--- src/rtl/store_narrow_pkg.sv ---
// Shared types for the store narrowing path: size encodings, buffer states
// and the packed entry held in the output/skid registers.
package store_narrow_pkg;

  typedef enum logic [1:0] {
    SZ_BYTE = 2'b00,
    SZ_HALF = 2'b01,
    SZ_WORD = 2'b10,
    SZ_RSVD = 2'b11
  } size_e;

  typedef enum logic [1:0] {
    BUF_EMPTY = 2'b00,
    BUF_ONE   = 2'b01,
    BUF_TWO   = 2'b10
  } buf_state_e;

  // Address field width of a buffered entry; store_narrow's ADDR_W must not exceed it.
  localparam int ENTRY_ADDR_W = 32;

  typedef struct packed {
    logic [ENTRY_ADDR_W-1:0] addr;
    logic [31:0]             wdata;
    logic [3:0]              be;
    logic                    err;
    logic                    ovf;
  } entry_t;

endpackage

--- src/rtl/store_lane_align.sv ---
// Combinational store narrowing: lane-replicated write data, byte enables and
// alignment error. Overflow compare exists only with STORE_NARROW_OVF_CHECK_EN.
module store_lane_align
  import store_narrow_pkg::*;
(
  input  logic [1:0]  addr_lo,
  input  logic [1:0]  size,
  input  logic [31:0] data,
  output logic [31:0] wdata,
  output logic [3:0]  be,
  output logic        err,
  output logic        ovf
);

  always_comb begin
    wdata = data;
    be    = 4'b0000;
    err   = 1'b0;
    case (size_e'(size))
      SZ_BYTE: begin
        wdata = {4{data[7:0]}};
        be    = 4'b0001 << addr_lo;
      end
      SZ_HALF: begin
        wdata = {2{data[15:0]}};
        if (addr_lo[0]) err = 1'b1;
        else            be  = 4'b0011 << addr_lo;
      end
      SZ_WORD: begin
        wdata = data;
        if (addr_lo != 2'b00) err = 1'b1;
        else                  be  = 4'b1111;
      end
      default: begin
        // Reserved size: still delivered so the next stage can trap on it.
        wdata = data;
        err   = 1'b1;
      end
    endcase
  end

`ifdef STORE_NARROW_OVF_CHECK_EN
  // Inverse of sign extension: discarded upper bits must replicate the kept sign bit.
  always_comb begin
    ovf = 1'b0;
    case (size_e'(size))
      SZ_BYTE: ovf = (data[31:8]  != {24{data[7]}});
      SZ_HALF: ovf = (data[31:16] != {16{data[15]}});
      default: ovf = 1'b0;
    endcase
  end
`else
  assign ovf = 1'b0;
`endif

endmodule

--- src/rtl/store_narrow.sv ---
// Store narrowing stage with a 2-entry skid buffer between store issue and the
// data-memory write port. Optional overflow flag: STORE_NARROW_OVF_CHECK_EN.
module store_narrow
  import store_narrow_pkg::*;
#(
  parameter int ADDR_W    = 32,
  parameter int ERR_CNT_W = 8
) (
  input  logic                 clk,
  input  logic                 rst_n,
  input  logic                 in_valid,
  output logic                 in_ready,
  input  logic [ADDR_W-1:0]    in_addr,
  input  logic [31:0]          in_data,
  input  logic [1:0]           in_size,
  output logic                 out_valid,
  input  logic                 out_ready,
  output logic [ADDR_W-1:0]    out_addr,
  output logic [31:0]          out_wdata,
  output logic [3:0]           out_be,
  output logic                 out_err,
  output logic                 out_ovf,
  output logic [ERR_CNT_W-1:0] err_cnt
);

  if (ADDR_W < 2 || ADDR_W > ENTRY_ADDR_W) begin : g_bad_addr_w
    $error("store_narrow: ADDR_W out of supported range");
  end

  localparam logic [ADDR_W-1:0] WORD_MASK = ~ADDR_W'(3);

  buf_state_e state, state_n;
  entry_t     out_q, skid_q, new_entry;
  logic       in_ready_q;
  logic       accept, xfer;
  logic       load_out_new, load_out_skid, load_skid;

  logic [31:0] al_wdata;
  logic [3:0]  al_be;
  logic        al_err, al_ovf;

  store_lane_align u_align (
    .addr_lo (in_addr[1:0]),
    .size    (in_size),
    .data    (in_data),
    .wdata   (al_wdata),
    .be      (al_be),
    .err     (al_err),
    .ovf     (al_ovf)
  );

  // Narrowing happens before the buffer, so both registers hold final fields.
  always_comb begin
    new_entry.addr  = ENTRY_ADDR_W'(in_addr & WORD_MASK);
    new_entry.wdata = al_wdata;
    new_entry.be    = al_be;
    new_entry.err   = al_err;
    new_entry.ovf   = al_ovf;
  end

  assign in_ready  = in_ready_q;
  assign out_valid = (state != BUF_EMPTY);
  assign accept    = in_valid && in_ready_q;
  assign xfer      = out_valid && out_ready;

  always_comb begin
    state_n       = state;
    load_out_new  = 1'b0;
    load_out_skid = 1'b0;
    load_skid     = 1'b0;
    case (state)
      BUF_EMPTY: begin
        if (accept) begin
          state_n      = BUF_ONE;
          load_out_new = 1'b1;
        end
      end
      BUF_ONE: begin
        if (accept && !xfer) begin
          state_n   = BUF_TWO;
          load_skid = 1'b1;
        end else if (accept && xfer) begin
          load_out_new = 1'b1;
        end else if (xfer) begin
          state_n = BUF_EMPTY;
        end
      end
      BUF_TWO: begin
        // in_ready is low here, so no accept can coincide with the drain.
        if (xfer) begin
          state_n       = BUF_ONE;
          load_out_skid = 1'b1;
        end
      end
      default: state_n = BUF_EMPTY;
    endcase
  end

  always_ff @(posedge clk or negedge rst_n) begin
    if (!rst_n) begin
      state      <= BUF_EMPTY;
      in_ready_q <= 1'b1;
    end else begin
      state      <= state_n;
      in_ready_q <= (state_n != BUF_TWO);
    end
  end

  always_ff @(posedge clk or negedge rst_n) begin
    if (!rst_n) begin
      out_q  <= '0;
      skid_q <= '0;
    end else begin
      if (load_out_new)       out_q <= new_entry;
      else if (load_out_skid) out_q <= skid_q;
      if (load_skid)          skid_q <= new_entry;
    end
  end

  always_ff @(posedge clk or negedge rst_n) begin
    if (!rst_n) begin
      err_cnt <= '0;
    end else if (accept && new_entry.err && (err_cnt != '1)) begin
      err_cnt <= err_cnt + 1'b1;
    end
  end

  assign out_addr  = out_q.addr[ADDR_W-1:0];
  assign out_wdata = out_q.wdata;
  assign out_be    = out_q.be;
  assign out_err   = out_q.err;
  assign out_ovf   = out_q.ovf;

endmodule

--- config.mk ---
export PLATFORM = sky130hd
export DESIGN_NAME = store_narrow
export DESIGN_NICKNAME = d
export VERILOG_FILES = /design/src/rtl/store_narrow_pkg.sv /design/src/rtl/store_lane_align.sv /design/src/rtl/store_narrow.sv
export SDC_FILE = /design/constraint.sdc
export NUM_CORES = 1
export LEC_CHECK = 0
export ABC_AREA = 1
export CAP_MARGIN = 0
export CORE_ASPECT_RATIO = 1.1
export CORE_MARGIN = 10
export CORE_UTILIZATION = 40
export DETAILED_ROUTE_END_ITERATION = 8
export GPL_TIMING_DRIVEN = 1
export PLACE_DENSITY_LB_ADDON = 0.25
export SETUP_SLACK_MARGIN = 0.15
export SLEW_MARGIN = 15
export SYNTH_ARGS = -nofsm -noshare
export SYNTH_HDL_FRONTEND = slang
export SYNTH_HIERARCHICAL = 1
export SYNTH_SLANG_ARGS = --single-unit
--- constraint.sdc ---
create_clock -name clk -period 1.78 [get_ports clk]
set_input_delay 0.178 -clock clk [delete_from_list [all_inputs] [get_ports clk]]
set_output_delay 0.178 -clock clk [all_outputs]
set_load 0.005 [all_outputs]
==> impl_results.md, run 1 <==
* Status: finished clean
* Clk Latency, worst-skew pair at 0.42 ns
* Final nets at 1,144
* Cell variety after synth at 26
* Clock buffer count from CTS at 17
* Warnings, synthesis at 6
* Req. time, crit path at 1.60 ns
* Placer Congestion at 0.825
* Endpoints failing hold at 0
* Final Cycle Share at 87.2%
* Max Freq at 644 MHz
* Arrival time at the worst endpoint at 1.37 ns
* First-pass GRT wire length at 31,300 um
* Final Setup Violations at 0
* Max Used Layer: met4
* Htree depth at 4
* Leakage at 4.88 nW
* Min-Delay Path Class: in2async
* WL/cell at 14.3 um
* GR Util All Layers at 16.3%
* WP buf/inv at 1
* Share of layout cells above drive strength 1 at 7.74%
* Syn Inst Count at 926
* Commonest non-fill, non-tap cell in the layout: nand2_1
* Overflow after GRT at 0
* FF-to-FF path depth at 8
* WL met3 at 1580 um
* Critical path depth in cells at 1
* Top delay family on crit path: buffers and inverters
* Initial antenna violation count at 0
* Crit Path Class: reg2out
* Overall power at 0.0141 W
* TritonCTS clock tree: built
* 1st-iter DRT viols at 264
* Synthesized cell area at 7090 um^2
* Slowest-stage cell, CP: clkdlybuf4s50_1
* Die area at 23,500 um^2
* Crit-path cells: clkdlybuf4s50_1
* PD cells at 1470 nW/um^2
* Largest net degree at the start of global routing at 64
* Post-route cell area at 9600 um^2
* Layout area overhead at 35.5%
* Crit path time final at 1.55 ns
* Antenna cells at 0
* Yosys reg bits at 147
* Worst vdd ir at 0.717 mV
* Die X-Extent at 147 um
* Worst Hold Slack at 0.194 ns
* Setup slack, reg-to-reg at 0.26 ns
* Syn Area/Cell at 7.65 um^2
* RSZ-0062 raised after global routing: no
* DP Cell Count at 1,288
* Post-synth top area share at 51.5%
* Pre-antenna DRT Iters at 4
* Sequential cell area at 3680 um^2
* Detail Placement HPWL at 13,400 um
* Met2 routed WL at 8600 um
* Vias in the first global route at 6,079
* Number of fillers in the final layout at 1,680
* Commonest cells after routing, fill and taps aside: nand2_1, dfrtp_1, clkdlybuf4s50_1
* Bufs on Longest Clock Path at 2
* Sequential fraction of the synthesis area at 51.9%
* Slew Viols, Final at 0
* Root buffer cell: clkbuf_16
* Top-level port count at 150
* Starting Density at 40.4%
* Clock Skews at 0.00959 ns
* Area of the multi-input gates at 2540 um^2
* Sink Count at 147
* # port buffers at 147
* Max_cap viols at 0
* DRC violations left at 0
* Detailed-route via count at 6,140
* Ranking of synthesized cells by area: dfrtp_1, nand2_1, inv_1, nand3_1, a21oi_1
* Placed cell area at 8960 um^2
* Reg clk slew, reported paths at 0.06 ns
* Final cell count without fillers at 1,323
* Chip Height at 160 um
* Core ar. at 17,500 um^2
* Maximum fanout along the worst path at 5
* WL met1 at 8420 um
* WL final at 19,000 um
* Worst Setup End Kind: output pin
* Crit-path max cell delay at 0.53 ns
* Rows at 51
* Critical path startpoint category: flop
* Post-DRT Antenna Nets at 0
* Final Util at 54.7%
* Vias per cell at 4.64
* Cell type with the largest total area after synthesis: dfrtp_1
## per-layer routing
layer / vias up / GRT usage [%]
met1: 2824 / 20.4
met4: 0 / 5.14
met5: - / 0
li1: 3126 / -
met3: 21 / 6.39
met2: 169 / 25.5
## cells in the mapped netlist
library cell / instances
a21oi_1: 60
nor2_2: 1
buf_2: 31
nand3_1: 92
ha_1: 1
nand2_2: 2
conb_1: 2
inv_2: 5
a21oi_4: 1
nor2_4: 1
nor2_1: 69
nor2_8: 2
inv_1: 141
nand2_1: 274
dfrtp_1: 146
buf_4: 14
buf_1: 1
o21ai_1: 52
nand4_1: 2
clkbuf_1: 7
xnor2_1: 3
dfstp_2: 1
buf_6: 3
inv_4: 1
nand2_4: 1
o21ai_0: 13
## worst paths after layout
kind                                         from                         to
setup reg to reg               state[1]$_DFF_PN0_  out_wdata[21]$_DFFE_PN0P_
hold reg to reg               out_ovf$_DFFE_PN0P_        out_ovf$_DFFE_PN0P_
min in group clk                      in_addr[31]     skid_q[69]$_DFFE_PN0P_
hold / removal                              rst_n     skid_q[53]$_DFFE_PN0P_
setup / recovery           err_cnt[3]$_DFFE_PN0P_                 err_cnt[3]
max in group asynchronous                   rst_n     err_cnt[2]$_DFFE_PN0P_
## metrics by stage
| stage | setup slack (ns) | TNS [ns] |
|---|---|---|
| global route | 0.170 | 0 |
| floorplan | 0.373 | 0 |
| CTS | 0.168 | 0 |
| global placement | -0.0564 | -0.275 |
| detailed placement | -0.100 | -0.508 |
| finish | 0.228 | 0 |
## registers in the layout (all words and copies together), names as in the netlist
| name | cells |
|---|---|
| err_cnt | 8 |
| in_ready | 1 |
| out_addr | 30 |
| out_be | 4 |
| out_err | 1 |
| out_ovf | 1 |
| out_wdata | 32 |
| skid_q | 68 |
| state | 2 |
## logic make-up after synthesis
group | Yosys count | synth area share [%]
other | 2 | 0.106
adders and majority gates | 1 | 0.176
and+or+nand+nor | 444 | 26.0
AOI/OAI and AO/OA | 126 | 9.06
xor gates and xnor gates | 3 | 0.371
buffers and inverters | 203 | 12.4
DFF | 147 | 51.9
## area by class of cell
class | instances | share of cell area, %
timing repair buffer | 183 | 20.1
sequential | 147 | 38.3
clock inverter | 13 | 1.68
tap | 238 | 3.10
multi-input combinational | 577 | 26.5
clock buffer | 18 | 4.47
inverter | 147 | 5.77
## repair_timing
action	4_1_cts	5_1_grt
pin swaps	0	1
hold buffers	1	0
setup endpoints to repair	2	94
hold endpoints to repair	146	0
resized for setup	1	4
setup buffers	2	1
## report_power, final
part	switching [W]	internal [W]
logic	0.00239	0.00258
registers	0.000672	0.00488
clock network	0.00140	0.00219
Power figures use the tool's default switching activity.
==> inputs of run 2 (changes only) <==
- CORE_UTILIZATION: 40 -> 31
- PLACE_DENSITY_LB_ADDON: 0.25 -> default
- TNS_END_PERCENT: default -> 50
==> run 2 against run 1 <==
Against the previous run:
- largest power group unchanged
- global-route usage fell by 2.4 points
- register-to-register slack got worse by 0.08 ns
- sequential share of layout area down 0.66 points
- final cell count grew 4.5%
- critical path type is now reg2reg
==> impl_results.md, run 2 (synthesis results as in run 1) <==
* Status: finished clean
* WL/cell at 15.1 um (+5.2%)
* Antenna cells at 0 (unchanged)
* Bufs on Longest Clock Path at 2 (unchanged)
* Endpoints failing hold at 0 (unchanged)
* Post-route cell area at 9770 um^2 (+1.7%)
* Core ar. at 22,300 um^2 (+27%)
* RSZ-0062 raised after global routing: yes
* Largest net degree at the start of global routing at 68 (+6.3%)
* First-pass GRT wire length at 32,700 um (+4.4%)
* Sequential cell area at 3680 um^2 (about the same)
* Slew Viols, Final at 0 (unchanged)
* Starting Density at 31.8% (-8.6 points)
* Clock buffer count from CTS at 17 (unchanged)
* Commonest non-fill, non-tap cell in the layout: nand2_1
* 1st-iter DRT viols at 376 (+42%)
* Req. time, crit path at 2.08 ns (+0.48 ns)
* Overall power at 0.0144 W (+2.0%)
* Die area at 29,300 um^2 (+25%)
* Min-Delay Path Class: in2async
* Chip Height at 179 um (+12%)
* Htree depth at 4 (unchanged)
* Slew margin rel. at 60.7%
* Clock Skews at 0.0134 ns (+0.00379 ns)
* Maximum fanout along the worst path at 28 (+23)
* Detailed-route via count at 6,160 (+0.33%)
* Max_cap viols at 0 (unchanged)
* Share of layout cells above drive strength 1 at 7.90% (+0.16 points)
* Worst-Margin Slew at 0.590 ns
* TritonCTS clock tree: built
* Overflow after GRT at 0 (unchanged)
* Leakage at 4.93 nW (+1.1%)
* Layout area overhead at 37.8%
* Final Setup Violations at 0 (unchanged)
* DRC violations left at 0 (unchanged)
* Max Freq at 624 MHz (-3.1%)
* Critical path startpoint category: flop
* Largest Register: skid_q
* Crit Path Class: reg2reg
* Clk Latency, worst-skew pair at 0.42 ns (about the same)
* Final Cycle Share at 90.0% (+2.8 points)
* Worst vdd ir at 0.708 mV (-1.3%)
* Die X-Extent at 164 um (+12%)
* Worst Hold Slack at 0.291 ns (+0.0968 ns)
* Commonest cells after routing, fill and taps aside: nand2_1, dfrtp_1, clkdlybuf4s50_1
* Detail Placement HPWL at 13,900 um (+3.2%)
* Worst Setup End Kind: flop
* Reg clk slew, reported paths at 0.06 ns (about the same)
* Rows at 57 (+12%)
* Top-level port count at 150 (unchanged)
* Final nets at 1,146 (+0.17%)
* Vias in the first global route at 6,151 (+1.2%)
* Initial antenna violation count at 0 (unchanged)
* Max reg flops at 68 (unchanged)
* Area of the multi-input gates at 2550 um^2 (+0.34%)
* Sink Count at 147 (unchanged)
* Root buffer cell: clkbuf_16
* Arrival time at the worst endpoint at 1.91 ns (+0.54 ns)
* Placed cell area at 8950 um^2 (about the same)
* WL final at 20,900 um (+10%)
* # port buffers at 147 (unchanged)
* Placer Congestion at 0.797 (-3.5%)
* Crit path time final at 1.60 ns (+0.0503 ns)
* Post-DRT Antenna Nets at 0 (unchanged)
* Pre-antenna DRT Iters at 5 (+1)
* PD cells at 1470 nW/um^2 (+0.25%)
* Number of fillers in the final layout at 2,244 (+34%)
* Vias per cell at 4.45 (-4.0%)
* GR Util All Layers at 13.9% (-2.4 points)
==> run 2: cell types whose count changed in the layout (fill, tap and decap cells not counted), sizes merged <==
cell      delta
inv          +1
clkinvlp     -5
clkinv       +5
buf          -2
bufbuf       +1
clkbuf       +3
==> run 2: metal layers <==
metal | vias to the layer above | track usage [%] | wire (um)
li1 | 3130 | - | -
met1 | 2860 | 18.2 | 9750
met2 | 163 | 21.8 | 9530
met3 | 7 | 4.61 | 1520
met4 | 0 | 3.02 | 59
met5 | - | 0 | 0
==> run 2: critical path, cell delays in order, from the launching register on <==
cell	delay [ns]
dfstp_2	0.56
nand2_2	0.11
nor2_4	0.12
buf_12	0.14
buf_12	0.13
a21oi_4	0.08
clkbuf_16	0.22
nand2_1	0.09
nand2_1	0.05
==> run 2: per-stage QoR <==
step	utilization, %	TNS, ns	worst slack [ns]	instances
floorplan	-	0	0.373	927
detailed placement	40.1	-2.47	-0.125	1340
global placement	40.1	-2.20	-0.0984	1340
finish	43.7	0	0.178	1383
global route	43.7	0	0.112	1383
CTS	43.2	0	0.0993	1379
==> run 2: path summary, 6_finish.rpt <==
path                       slack, ns  cells after the start                      from                        end
setup / recovery                0.18                      8        in_ready$_DFF_PN1_  out_wdata[23]$_DFFE_PN0P_
hold / removal                  0.29                      2                     rst_n   out_addr[26]$_DFFE_PN0P_
setup reg to reg                0.18                      8        in_ready$_DFF_PN1_  out_wdata[23]$_DFFE_PN0P_
hold reg to reg                 0.47                      2  out_addr[31]$_DFFE_PN0P_   out_addr[31]$_DFFE_PN0P_
max in group asynchronous       0.81                      3                     rst_n  out_wdata[27]$_DFFE_PN0P_
min in group clk                0.36                      3               in_addr[31]     skid_q[69]$_DFFE_PN0P_
==> run 2: repair_timing <==
item	4_1_cts	5_1_grt
cloned	1	3
hold endpoints to repair	51	0
hold buffers	1	0
pin swaps	1	1
setup buffers	5	1
endpoints found under the setup margin	76	130
gates resized for setup	2	6
==> run 2: area by class of cell <==
cell class              instances  share of cell area (%)
repair buffers                185                    20.5
well taps                     295                    3.78
inverters                     147                    5.68
clock inverters                14                    1.84
flip-flops and latches        147                    37.7
clock buffers                  18                    4.39
multi-input cells             577                    26.1
==> run 2: power breakdown <==
part	switching [W]	total (W)	internal [W]	leakage, nW
Clock	0.00150	0.00373	0.00223	0.291
Combinational	0.00246	0.00510	0.00264	2.90
Sequential	0.000680	0.00555	0.00487	1.74
==> inputs of run 3 (changes only) <==
- GPL_TIMING_DRIVEN: 1 -> 0
==> run 3 against run 2 <==
Against the previous run:
- total power increased by 2.1%
- clock power up 11%
- fmax decreased by 3.3%
- final cell count is 1.7% higher
- die area unchanged
- worst hold slack better by 0.011 ns
- global-route usage up 0.75 points
- non-clock buffer count up 24
- combinational power shrank 2%
- sequential cell count unchanged
- critical path depth fell by 7
==> impl_results.md, run 3 (synthesis results as in run 1) <==
* Crit-path max cell delay at 0.55 ns (about the same)
* Max Freq at 603 MHz (-3.3%)
* Top-level port count at 150 (unchanged)
* Pre-antenna DRT Iters at 5 (unchanged)
* WL/cell at 15.0 um (-0.22%)
* Max_cap viols at 0 (unchanged)
* Leakage at 4.97 nW (+0.68%)
* Post-route cell area at 9790 um^2 (+0.29%)
* Commonest cells after routing, fill and taps aside: nand2_1, dfrtp_1, clkdlybuf4s50_1
* 1st-iter DRT viols at 506 (+35%)
* Req. time, crit path at 1.60 ns (-0.48 ns)
* Final Cycle Share at 93.1% (+3.1 points)
* Slowest-stage cell, CP: dfstp_2
* Worst Setup End Kind: output pin
* GR Util All Layers at 14.7% (+0.75 points)
* Critical path startpoint category: flop
* Final nets at 1,170 (+2.1%)
* Vias per cell at 4.49 (+0.82%)
* Largest Register: skid_q
* Final Setup Violations at 0 (unchanged)
* Worst-Margin Slew at 0.534 ns (-0.0557 ns)
* Detailed-route via count at 6,314 (+2.5%)
* Antenna cells at 0 (unchanged)
* Area of the multi-input gates at 2580 um^2 (+1.2%)
* Chip Height at 179 um (unchanged)
* Maximum fanout along the worst path at 2 (-93%)
* Share of layout cells above drive strength 1 at 10.4% (+2.4 points)
* Worst vdd ir at 0.609 mV (-14%)
* Clock buffer count from CTS at 17 (unchanged)
* Starting Density at 31.8% (unchanged)
* WP buf/inv at 1 (-2)
* Post-DRT Antenna Nets at 0 (unchanged)
* DRC violations left at 0 (unchanged)
* Overflow after GRT at 0 (unchanged)
* Overall power at 0.0147 W (+2.1%)
* Die X-Extent at 164 um (unchanged)
* Min-Delay Path Class: in2async
* Reg clk slew, reported paths at 0.06 ns (about the same)
* # port buffers at 147 (unchanged)
* Placed cell area at 8960 um^2 (+0.11%)
* Crit-path cells: clkdlybuf4s50_1
* Rows at 57 (unchanged)
* RSZ-0062 raised after global routing: yes
* Largest net degree at the start of global routing at 82 (+21%)
* Post-route setup TNS at 0 ns (unchanged)
* Crit path time final at 1.66 ns (+0.0546 ns)
* TritonCTS clock tree: built
* Endpoints failing hold at 0 (unchanged)
* PD cells at 1500 nW/um^2 (+1.8%)
* Sequential cell area at 3680 um^2 (unchanged)
* Placer Congestion at 0.827 (+3.8%)
* Detail Placement HPWL at 15,500 um (+12%)
* Status: finished clean
* Number of fillers in the final layout at 2,265 (+0.94%)
* Clock Skews at 0.00880 ns (-0.00458 ns)
* Root buffer cell: clkbuf_16
* Arrival time at the worst endpoint at 1.48 ns (-0.43 ns)
* Bufs on Longest Clock Path at 2 (unchanged)
* Commonest non-fill, non-tap cell in the layout: nand2_1
* Top delay family on crit path: flip-flops
* Vias in the first global route at 6,253 (+1.7%)
* First-pass GRT wire length at 33,800 um (+3.5%)
* Htree depth at 4 (unchanged)
* Sink Count at 147 (unchanged)
* Max reg flops at 68 (unchanged)
* Layout area overhead at 38.2%
* Die area at 29,300 um^2 (unchanged)
* Slew margin rel. at 64.4% (+3.7 points)
* Initial antenna violation count at 0 (unchanged)
* Core ar. at 22,300 um^2 (unchanged)
* WL final at 21,200 um (+1.4%)
* Slew Viols, Final at 0 (unchanged)
* Clk Latency, worst-skew pair at 0.42 ns (about the same)
* Final Util at 43.9% (+0.13 points)
* Crit Path Class: reg2out
## run 3: cell type report
type / instances / area share [%]
flip-flops and latches: 147 / 37.6
multi-input cells: 577 / 26.4
repair buffers: 153 / 15.8
inverters: 147 / 5.66
clock buffers: 23 / 4.88
plain buffers: 56 / 3.92
well taps: 295 / 3.77
clock inverters: 8 / 2.01
## run 3: per-layer routing
layer / track usage (%) / vias to the layer above / part of all wire, %
met4: 4.28 / 0 / 1.3
met3: 4.38 / 22 / 7.7
met1: 19.8 / 2945 / 47
met2: 22.2 / 172 / 44
li1: - / 3175 / -
met5: 0 / - / 0
## run 3: report_power, final
part / internal, W / total, W / switching [W] / leakage (nW)
sequential: 0.00487 / 0.00553 / 0.000654 / 1.74
clock: 0.00274 / 0.00414 / 0.00139 / 0.324
combinational: 0.00255 / 0.00502 / 0.00248 / 2.90
## run 3: stage by stage
step                hold slack, ns  cells  setup slack (ns)
finish                       0.302   1406             0.123
global route                 0.348   1406            0.0630
CTS                          0.320   1406            0.0961
detailed placement           0.171   1370            -0.520
global placement             0.455   1369             -5.76
floorplan                   -0.118    927             0.373
## run 3: final timing paths
path                                        start                   endpoint  slack [ns]  depth (start not counted)
max in group asynchronous                   rst_n  out_wdata[19]$_DFFE_PN0P_        0.66                          3
setup reg to reg               in_ready$_DFF_PN1_  out_wdata[30]$_DFFE_PN0P_        0.16                          8
hold reg to reg            skid_q[37]$_DFFE_PN0P_     skid_q[37]$_DFFE_PN0P_        0.47                          2
setup / recovery               in_ready$_DFF_PN1_                   in_ready        0.12                          1
hold / removal                              rst_n   out_addr[26]$_DFFE_PN0P_        0.30                          2
min in group clk                       in_addr[4]     skid_q[42]$_DFFE_PN0P_        0.36                          3
## run 3: repair_timing
action / CTS / global route
resized for setup: 13 / 37
hold buffers: 1 / 0
endpoints found under the hold margin: 65 / 0
setup endpoints to repair: 139 / 143
setup buffers: 4 / 0
pin swaps: 1 / 1
